[src/rtl/branch_resolver.sv]
// branch_resolver: 3-state branch resolution unit driving an external 32-bit comparator.
// Optional `BRANCH_RESOLVER_SIGNED_EN selects two's-complement ordered compares.
module branch_resolver (
  input  logic        clk,
  input  logic        reset,
  input  logic        req_valid,
  output logic        req_ready,
  input  logic [2:0]  req_op,
  input  logic [31:0] req_a,
  input  logic [31:0] req_b,
  input  logic [31:0] req_pc,
  input  logic [31:0] req_offset,
  output logic [31:0] cmp_a,
  output logic [31:0] cmp_b,
  input  logic        cmp_eq,
  input  logic        cmp_gt,
  output logic        resp_valid,
  input  logic        resp_ready,
  output logic        resp_taken,
  output logic [31:0] resp_target,
  output logic        resp_illegal,
  output logic        busy
);

  typedef enum logic [1:0] {
    S_IDLE = 2'd0,
    S_CMP  = 2'd1,
    S_RESP = 2'd2
  } state_e;

  typedef enum logic [2:0] {
    OP_BEQ = 3'd0,
    OP_BNE = 3'd1,
    OP_BLT = 3'd2,
    OP_BGE = 3'd3,
    OP_BGT = 3'd4,
    OP_BLE = 3'd5,
    OP_JAL = 3'd6,
    OP_RSV = 3'd7
  } op_e;

  typedef struct packed {
    op_e         op;
    logic [31:0] pc;
    logic [31:0] off;
  } req_t;

  state_e      state_q, state_d;
  req_t        req_q, req_d;
  logic [31:0] cmp_a_q, cmp_a_d;
  logic [31:0] cmp_b_q, cmp_b_d;
  logic        taken_q, taken_d;
  logic        illegal_q, illegal_d;
  logic [31:0] target_q, target_d;

  logic        accept;
  logic        flip;
  logic [31:0] mask;
  logic        eq, gt, lt;
  logic        cond;
  logic        cond_ill;
  logic [31:0] cond_tgt;

  assign accept = (state_q == S_IDLE) & req_valid;

  // Flipping bit 31 of both operands maps signed order onto unsigned order.
`ifdef BRANCH_RESOLVER_SIGNED_EN
  always_comb begin
    unique case (op_e'(req_op))
      OP_BLT, OP_BGE,
      OP_BGT, OP_BLE: flip = 1'b1;
      default:        flip = 1'b0;
    endcase
  end
`else
  assign flip = 1'b0;
`endif

  assign mask = {flip, 31'd0};

  // State register
  always_ff @(posedge clk) begin
    if (reset) begin
      state_q <= S_IDLE;
    end else begin
      state_q <= state_d;
    end
  end

  // Next-state logic
  always_comb begin
    state_d = state_q;
    unique case (state_q)
      S_IDLE: if (req_valid) state_d = S_CMP;
      S_CMP:  state_d = S_RESP;
      S_RESP: if (resp_ready) state_d = S_IDLE;
      default: state_d = S_IDLE;
    endcase
  end

  // Output logic
  always_comb begin
    req_ready  = 1'b0;
    resp_valid = 1'b0;
    busy       = 1'b1;
    unique case (state_q)
      S_IDLE: begin
        req_ready = 1'b1;
        busy      = 1'b0;
      end
      S_CMP:  ;
      S_RESP: resp_valid = 1'b1;
      default: begin
        req_ready = 1'b0;
        busy      = 1'b1;
      end
    endcase
  end

  always_comb begin
    req_d   = req_q;
    cmp_a_d = cmp_a_q;
    cmp_b_d = cmp_b_q;
    if (accept) begin
      req_d.op  = op_e'(req_op);
      req_d.pc  = req_pc;
      req_d.off = req_offset;
      cmp_a_d   = req_a ^ mask;
      cmp_b_d   = req_b ^ mask;
    end
  end

  // EQ wins when the comparator reports both flags.
  assign eq = cmp_eq;
  assign gt = cmp_gt & ~cmp_eq;
  assign lt = ~cmp_eq & ~cmp_gt;

  always_comb begin
    cond     = 1'b0;
    cond_ill = 1'b0;
    unique case (req_q.op)
      OP_BEQ: cond = eq;
      OP_BNE: cond = ~eq;
      OP_BLT: cond = lt;
      OP_BGE: cond = ~lt;
      OP_BGT: cond = gt;
      OP_BLE: cond = ~gt;
      OP_JAL: cond = 1'b1;
      OP_RSV: cond_ill = 1'b1;
      default: cond = 1'b0;
    endcase
  end

  assign cond_tgt = cond ? (req_q.pc + req_q.off)
                         : (req_q.pc + 32'd4);

  always_comb begin
    taken_d   = taken_q;
    illegal_d = illegal_q;
    target_d  = target_q;
    if (state_q == S_CMP) begin
      taken_d   = cond;
      illegal_d = cond_ill;
      target_d  = cond_tgt;
    end
  end

  always_ff @(posedge clk) begin
    if (reset) begin
      req_q     <= '0;
      cmp_a_q   <= '0;
      cmp_b_q   <= '0;
      taken_q   <= 1'b0;
      illegal_q <= 1'b0;
      target_q  <= '0;
    end else begin
      req_q     <= req_d;
      cmp_a_q   <= cmp_a_d;
      cmp_b_q   <= cmp_b_d;
      taken_q   <= taken_d;
      illegal_q <= illegal_d;
      target_q  <= target_d;
    end
  end

  assign cmp_a        = cmp_a_q;
  assign cmp_b        = cmp_b_q;
  assign resp_taken   = taken_q;
  assign resp_target  = target_q;
  assign resp_illegal = illegal_q;

endmodule

[config.mk]
export PLATFORM = sky130hd
export DESIGN_NAME = branch_resolver
export DESIGN_NICKNAME = d
export VERILOG_FILES = /design/src/rtl/branch_resolver.sv
export SDC_FILE = /design/constraint.sdc
export NUM_CORES = 1
export LEC_CHECK = 0
export BUFFER_PORTS_ARGS = -buffer_cell sky130_fd_sc_hd__buf_2
export CAP_MARGIN = 20
export CORE_AREA = 4 4 131 133
export DETAILED_ROUTE_END_ITERATION = 10
export DIE_AREA = 0 0 135 137
export GPL_TIMING_DRIVEN = 0
export PLACE_DENSITY_LB_ADDON = 0.2
export SYNTH_ARGS = -nofsm -noshare
export SYNTH_HDL_FRONTEND = slang
export SYNTH_SLANG_ARGS = --single-unit
[constraint.sdc]
create_clock -name clk -period 2.7 [get_ports clk]
set_input_delay 0.27 -clock clk [delete_from_list [all_inputs] [get_ports clk]]
set_output_delay 0.27 -clock clk [all_outputs]
set_load 0.01 [all_outputs]
* Yosys cells after proc, flatten, opt, wreduce, memory -nomap -nowiden
Index checks and enable logic that the tools add are counted.
** Word-level totals
- Register bits after elaboration :: 167
- Input bits :: 137
- Output and inout bits :: 101
- Logic and storage cells :: 41
** Operators by class
- $add $sub $neg :: 2
- Eq/ne operators :: 11
- Multiplexer cells :: 9
- Bitwise gates (word level) :: 7
- Reductions and logical operators :: 3
** Operator list (count)
- 32-bit by 3-bit adder with 32-bit output (second input constant) :: 1
- 32-bit adder :: 1
- 32-bit 2-to-1 mux :: 1
- 3-bit == test (second input constant) :: 4
- 1-bit one-hot mux with 7 select lines :: 1
- 3-bit by 2-bit == test with 1-bit output (second input constant) :: 2
- 2-bit one-hot mux with 3 select lines :: 1
- 1-bit 2-to-1 mux :: 4
- 2-bit 2-to-1 mux :: 2
- 2-bit != test (second input constant) :: 2
- 1-bit NOT :: 4
- 1-bit AND :: 3
- 3-bit by 1-bit == test with 1-bit output (second input constant) :: 1
- 3-bit logical NOT :: 1
- 2-bit by 1-bit == test with 1-bit output (second input constant) :: 1
- 2-bit == test (second input constant) :: 1
- 2-bit logical NOT :: 1
- 2-bit AND reduction :: 1

* Logic depth before layout (Yosys ltp)
Gate-level depths: netlist of the first run.
- Word-level depth :: 5
- Depth in mapped cells :: 10
- Depth with buffers taken out :: 10

* Worst setup path before layout of the first run
OpenSTA, ideal clock, no wires.
- Path type :: reg-to-reg
- Start :: register req_q[0] (netlist name)
- End :: register target_q[20] (netlist: resp_target[20])
- Setup time :: 0.137 ns
- Arrival :: 2.358 ns
- Required time :: 2.563 ns
- Slack :: 0.205 ns
- Stages on the path, launching flop included :: 11
- Buffers on the path :: 0
- Period minus slack after synthesis :: 2.495 ns
- Cell sequence :: dfxtp_1 ha_1 fa_1 a211oi_1 nor2_1 a21oi_1 a21o_1 nor2_1 or4_1 a31oi_1 a2111oi_0
** On the way
- Longest elaborated chain between the ends :: 2
** RTL lines
- start, declared :: RTL line 49 : req_t req_q, req_d;
- start signal, assigned :: RTL line 177 : req_q <= req_d;
- 32-bit adder :: RTL line 154 : assign cond_tgt = cond ? (req_q.pc + req_q.off)
- 32-bit 2-to-1 mux :: RTL line 154
- end signal, assigned :: RTL line 182 : target_q <= target_d;
- end, declared :: RTL line 54 : logic [31:0] target_q, target_d;
Every way passes these cells.
A chain may end at the register's enable or synchronous reset.

* Worst setup path after layout of the first run
Same ends and word-level chain as after synthesis.

==> results_dict.tcl, run 1 <==
set metrics [dict create \
    route.detailed.drc 0 \
    p_clk_frac 0.382 \
    synthCells 1111 \
    wl_per_cell_um 16.9 \
    timing.slew.headroom 0.458 \
    cts_buffer_depth 2 \
    power_mw 6.29 \
    synth_area_um2 8390 \
    max_cap_violations 0 \
    worstSetupStartpointType "flip-flop" \
    die_w_um 135 \
    grt_usage 0.289 \
    grt_pass1_vias 8413 \
    port_buffers 236 \
    root_buffer "clkbuf_16" \
    insertion_delay_ns 0.43 \
    end_kind "flip-flop" \
    final_cells 1597 \
    antenna_found_initial 1 \
    synth_warnings 0 \
    hpwl_mm 20.3 \
    p_switching_mw 2.00 \
    slew_violations 0 \
    initial_core_util 0.530 \
    criticalPathCategory "flip-flop to flip-flop" \
    overflow 0 \
    synthTopCellsByArea "dfxtp_1, nand2_1, a21oi_1" \
    synthToLayoutAreaGrowth_pct 24.9 \
    dr.pass1.iters 5 \
    die-area_um2 18500 \
    leakage_nw 4.57 \
    viasPerCell 5.44 \
    place.gp.congestion 0.946 \
    cts_sinks 167 \
    power.share.switching 0.318 \
    num_vias 8693 \
    design.core.area_um2 15800 \
    hold-worst-slack_ns 0.0637 \
    ctsHtreeMaxLevel 4 \
    setup_violations 0 \
    synthFlopType "dfxtp_1" \
    synth_edf_count 0 \
    multi_input_area_um2 4750 \
    grt_max_degree 19 \
    cts_made_buffers 17 \
    hold_viol 0 \
    irDropWorstVdd_v 0.000543 \
    crit_fanout 4 \
    wl_mm 26.9 \
    async_reset_ff_frac 0 \
    synth_top_area_share 0.398 \
    arrival_ns 2.93 \
    dp.cells 1563 \
    p_seq_frac 0.438 \
    intPower_mw 4.29 \
    io_pins 238 \
    fp-row-count 46 \
    synth_nets 1281 \
    outcome "finished clean" \
    cts_tree "done" \
    ys_ff_latch 167 \
    period_minus_slack_ns 2.66 \
    yosysSeqAreaShare 0.398 \
    grt_pass1_wl_mm 42.2 \
    yosysUniqueCellTypes 68 \
    pwr_density_cell_nw_per_um2 600 \
    fillCellCount 1447 \
    post_synth.cell_area_avg_um2 7.56 \
    tightest_slew_ns 0.813 \
    drt-initial-drc-count 638 \
    pwr-share-comb 0.180 \
    max_freq_ghz 0.375 \
    die_y_um 137 \
    drive_gt1_frac 0.229 \
    fin_nets 1537 \
    min_path_type "input pin to flip-flop" \
    antenna_left 0 \
    regArea_um2 3350 \
    min_period_over_period 0.987 \
    cts_hold_buf 0 \
    required_ns 2.97 \
    skew_ns 0.0124 \
    netlist.top_cell.by_area "dfxtp_1" \
    clk_pin_slew_worst_paths_ns 0.07 \
]
placed cells by master (no fill, tap or decap), drive strengths merged, types with 6 or more instances in the layout:
cell type  netlist  final
clkinv           0      6
nor2b            6      6
nand2          328    328
inv             11     20
and3             7      7
nand4           19     19
ha              32     32
xor2            27     27
o21a             8      8
nor3            16     16
a21oi          177    177
xnor2           24     24
dfxtp          167    167
o21ai           35     35
nand3           24     24
clkbuf          55     71
buf             16    254
nor2            67     67
a211oi           7      7
worst paths after layout:
kind / start / to / slack, ns / depth (start not counted)
worst min register to register: cmp_a[12] / cmp_a[12] / 0.45 / 2
worst max register to register: req_q[0] / resp_target[20] / 0.04 / 10
worst max-delay path: req_q[0] / resp_target[20] / 0.04 / 10
worst min-delay path: req_pc[9] / req_q[41] / 0.06 / 3
metal layers:
layer	track usage	part of all wire	vias up
met1	0.344	0.41	3992
met3	0.0794	0.080	62
met4	0.115	0.030	0
li1	-	-	4306
met2	0.496	0.48	333
met5	0	0	-
cell type report:
type | count | share of cell area
timing repair buffer | 239 | 0.115
buffer | 69 | 0.0278
clock inverter | 15 | 0.0144
multi-input combinational | 862 | 0.453
clock buffer | 17 | 0.0406
tap | 216 | 0.0258
antenna | 1 | 0.000239
sequential | 167 | 0.319
inverter | 11 | 0.00394
Yosys cell counts, types with 13 or more instances:
master,number
a21oi_1,173
clkbuf_1,55
dfxtp_1,167
ha_1,32
nand2_1,327
nand3_1,23
nand4_1,18
nor2_1,66
nor3_1,13
o21ai_1,22
xnor2_1,23
xor2_1,27
critical path: stages (launching register included):
cell and delay, ns:
dfxtp_1 0.33, ha_2 0.20, fa_2 0.42, a211oi_2 0.23, nor2_2 0.11, a21oi_2 0.18, a21o_1 0.18, nor2_1 0.07
or4_1 0.47, a31oi_1 0.21, a2111oi_0 0.10
stage by stage:
step | utilization | area, µm² | setup slack, ns | TNS (ns)
after floorplan | - | 8390 | 0.205 | 0
after global placement | 0.622 | 9850 | -0.204 | -0.256
after detailed placement | 0.622 | 9850 | -0.227 | -0.276
after CTS | 0.660 | 10400 | -0.00923 | -0.00923
after global routing | 0.662 | 10500 | -0.0302 | -0.0815
final | 0.662 | 10500 | 0.0361 | 0
power by group through the flow:
stage | registers (mW) | logic (mW) | clock network (mW)
final | 2.75 | 1.13 | 2.40
after global routing | 2.77 | 1.27 | 2.52
after CTS | 2.75 | 1.13 | 2.42
after detailed placement | 2.80 | 1.12 | 0
after global placement | 2.80 | 1.10 | 0
after floorplan | 2.82 | 0.663 | 0
state kept, by name (all words and copies together), names as in the netlist:
name and flops:
cmp_b 32, cmp_a 32, req_q 67, resp_taken 1, resp_target 32, state_q 2
resp_illegal 1
kinds of logic (layout without fill, tap and decap cells):
family                   count (synthesis)  in the layout  synth area share
AND/OR/NAND/NOR                        490            490             0.247
AO/OA/AOI/OAI                          285            285             0.206
flip-flops                             167            167             0.398
buffers and inverters                   82            351            0.0405
XOR/XNOR                                51             51            0.0541
adder cells (fa/ha/maj)                 33             33            0.0501
multiplexers                             3              3           0.00358
other                                    0              1                 0
repair_timing:
action	4_1_cts	5_1_grt
gates resized for setup	3	9
setup endpoints to repair	3	10
buffers inserted	2	1
pin swaps	3	7
(Power assumes the default switching activity.)
==> inputs of run 2 (changes only) <==
- CORE_AREA: 4 4 131 133 -> 10 10 137 139
- DIE_AREA: 0 0 135 137 -> 0 0 147 149
- RECOVER_POWER: unset -> 50
- SETUP_SLACK_MARGIN: unset -> 0.2
==> run 2 against run 1 <==
Effect of this change:
- first-iteration DRC count rose by 20%
- sequential share of layout area fell by 0.24 points
- utilization fell by 0.53 points
- clock-buffer cell count rose by 1
- clock power rose by 3%
- wire length rose by 8.1%
- register-to-register slack improved by 0.14 ns
- critical path depth did not move
- via count rose by 2.1%
- non-clock buffer count rose by 9
- cell count rose by 0.75%
==> results_dict.tcl, run 2 (synthesis gave the netlist of run 1 again) <==
set metrics [dict create \
    num_vias 8872 \
    max_cap_violations 0 \
    final_common_cell "nand2_1" \
    grt_max_degree 18 \
    antenna_left 0 \
    outcome "finished clean" \
    setup_violations 0 \
    diodes 0 \
    design_area_um2 10600 \
    cts_tree "done" \
    wl_mm 29.1 \
    multi_input_area_um2 4900 \
    skew_ns 0.0160 \
    rsz0062_at_grt "yes" \
    place.gp.congestion 0.960 \
    wl_per_cell_um 18.1 \
    drive_gt1_frac 0.183 \
    cts_buffer_depth 2 \
    fin_setup_tns_ns 0 \
    criticalPathCategory "flip-flop to flip-flop" \
    end_kind "flip-flop" \
    r2r-start "req_q[0]" \
    design.core.area_um2 16200 \
    final_cells 1609 \
    place_area_um2 9850 \
    tightest_slew_ns 0.876 \
    crit_end "resp_target[20]" \
    final.setup.worst_slack_ns 0.175 \
    largest_reg_flops 67 \
    dr.pass1.iters 5 \
    antenna_found_initial 4 \
    die_y_um 149 \
    min_period_over_period 0.935 \
    insertion_delay_ns 0.45 \
    die_w_um 147 \
    fin_util 0.657 \
    regMostFlops "req_q" \
    reg2reg_depth 10 \
    pwr_density_cell_nw_per_um2 601 \
    grt_usage 0.257 \
    grt_pass1_vias 8877 \
    die-area_um2 21900 \
    drt-initial-drc-count 768 \
    arrival_ns 2.80 \
    min_path_type "input pin to flip-flop" \
    hold-worst-slack_ns 0.0492 \
    fillCellCount 1515 \
    max_freq_ghz 0.396 \
    regArea_um2 3370 \
    hold_viol 0 \
    fin_nets 1546 \
    hpwl_mm 21.9 \
    critPathLaunch "req_q[0]" \
    dp.cells 1567 \
    slew_violations 0 \
    fp-row-count 47 \
    io_pins 238 \
    initial_core_util 0.519 \
    period_minus_slack_ns 2.52 \
    clk_pin_slew_worst_paths_ns 0.07 \
    cts_made_buffers 17 \
    route.detailed.drc 0 \
    reg2reg_slack_ns 0.18 \
    crit_fanout 3 \
    overflow 0 \
    leakage_nw 4.24 \
    grt_pass1_wl_mm 45.5 \
    cts_sinks 167 \
    viasPerCell 5.51 \
    irDropWorstVdd_v 0.000527 \
    pre_cts_slack_ns -0.246 \
    ctsHtreeMaxLevel 4 \
    worstSetupStartpointType "flip-flop" \
    cts_hold_buf 0 \
    min_from "req_a[26]" \
    reg2reg_to "resp_target[20]" \
    root_buffer "clkbuf_16" \
    required_ns 2.98 \
    timing.slew.headroom 0.416 \
    final_cell_mix "nand2_1, a21oi_1, clkbuf_1" \
    power_mw 6.38 \
    synthToLayoutAreaGrowth_pct 26.5 \
    port_buffers 236 \
]
run 2: cell count changes in the layout (fill, tap and decap cells not counted), moves of 3 or more:
cell / before / now
clkbuf_1: 54 / 154
clkbuf_2: 0 / 3
buf_4: 5 / 12
dfxtp_1: 165 / 153
buf_2: 244 / 140
ha_1: 31 / 23
ha_4: 0 / 6
clkinvlp_4: 0 / 3
clkbuf_4: 0 / 3
dfxtp_2: 2 / 12
run 2: where the power goes:
part           total (mW)  internal [mW]  switching, mW
Sequential           2.76           2.63          0.136
Combinational        1.15          0.429          0.722
Clock                2.47           1.31           1.16
run 2: worst min path at each step:
stage	slack [ns]	to	cells after the start
after floorplan	0.41	req_q[0]	2
after global placement	0.44	cmp_a[2]	2
after detailed placement	0.44	cmp_b[7]	2
after CTS	0.05	cmp_b[10]	3
after global routing	0.05	req_q[3]	3
final	0.05	cmp_a[26]	3
run 2: critical path, cell delays in order (launching register included):
cell and delay [ns]:
dfxtp_2 0.34, ha_4 0.16, fa_2 0.35, a211oi_2 0.25, nor2_2 0.07, a21oi_2 0.21, a21o_1 0.23, nor2_1 0.07
or4_1 0.42, a31oi_2 0.18, a2111oi_1 0.08
run 2: routing by layer:
metal | global-route usage | vias up | routed length, µm
li1 | - | 4337 | -
met1 | 0.271 | 4068 | 10900
met2 | 0.434 | 380 | 14000
met3 | 0.123 | 83 | 3240
met4 | 0.111 | 4 | 939
met5 | 0 | - | 21
run 2: area by class of cell:
class	count	area share
tap	220	0.0259
timing repair buffer	246	0.106
multi-input combinational	862	0.461
clock inverter	14	0.0153
inverter	11	0.00389
sequential	167	0.317
clock buffer	18	0.0404
buffer	71	0.0299
run 2: repair_timing:
item / CTS / global route
resized for setup: 18 / 46
cloned: 0 / 0
buffers inserted: 7 / 3
endpoints found under the setup margin: 17 / 17
pin swaps: 13 / 22
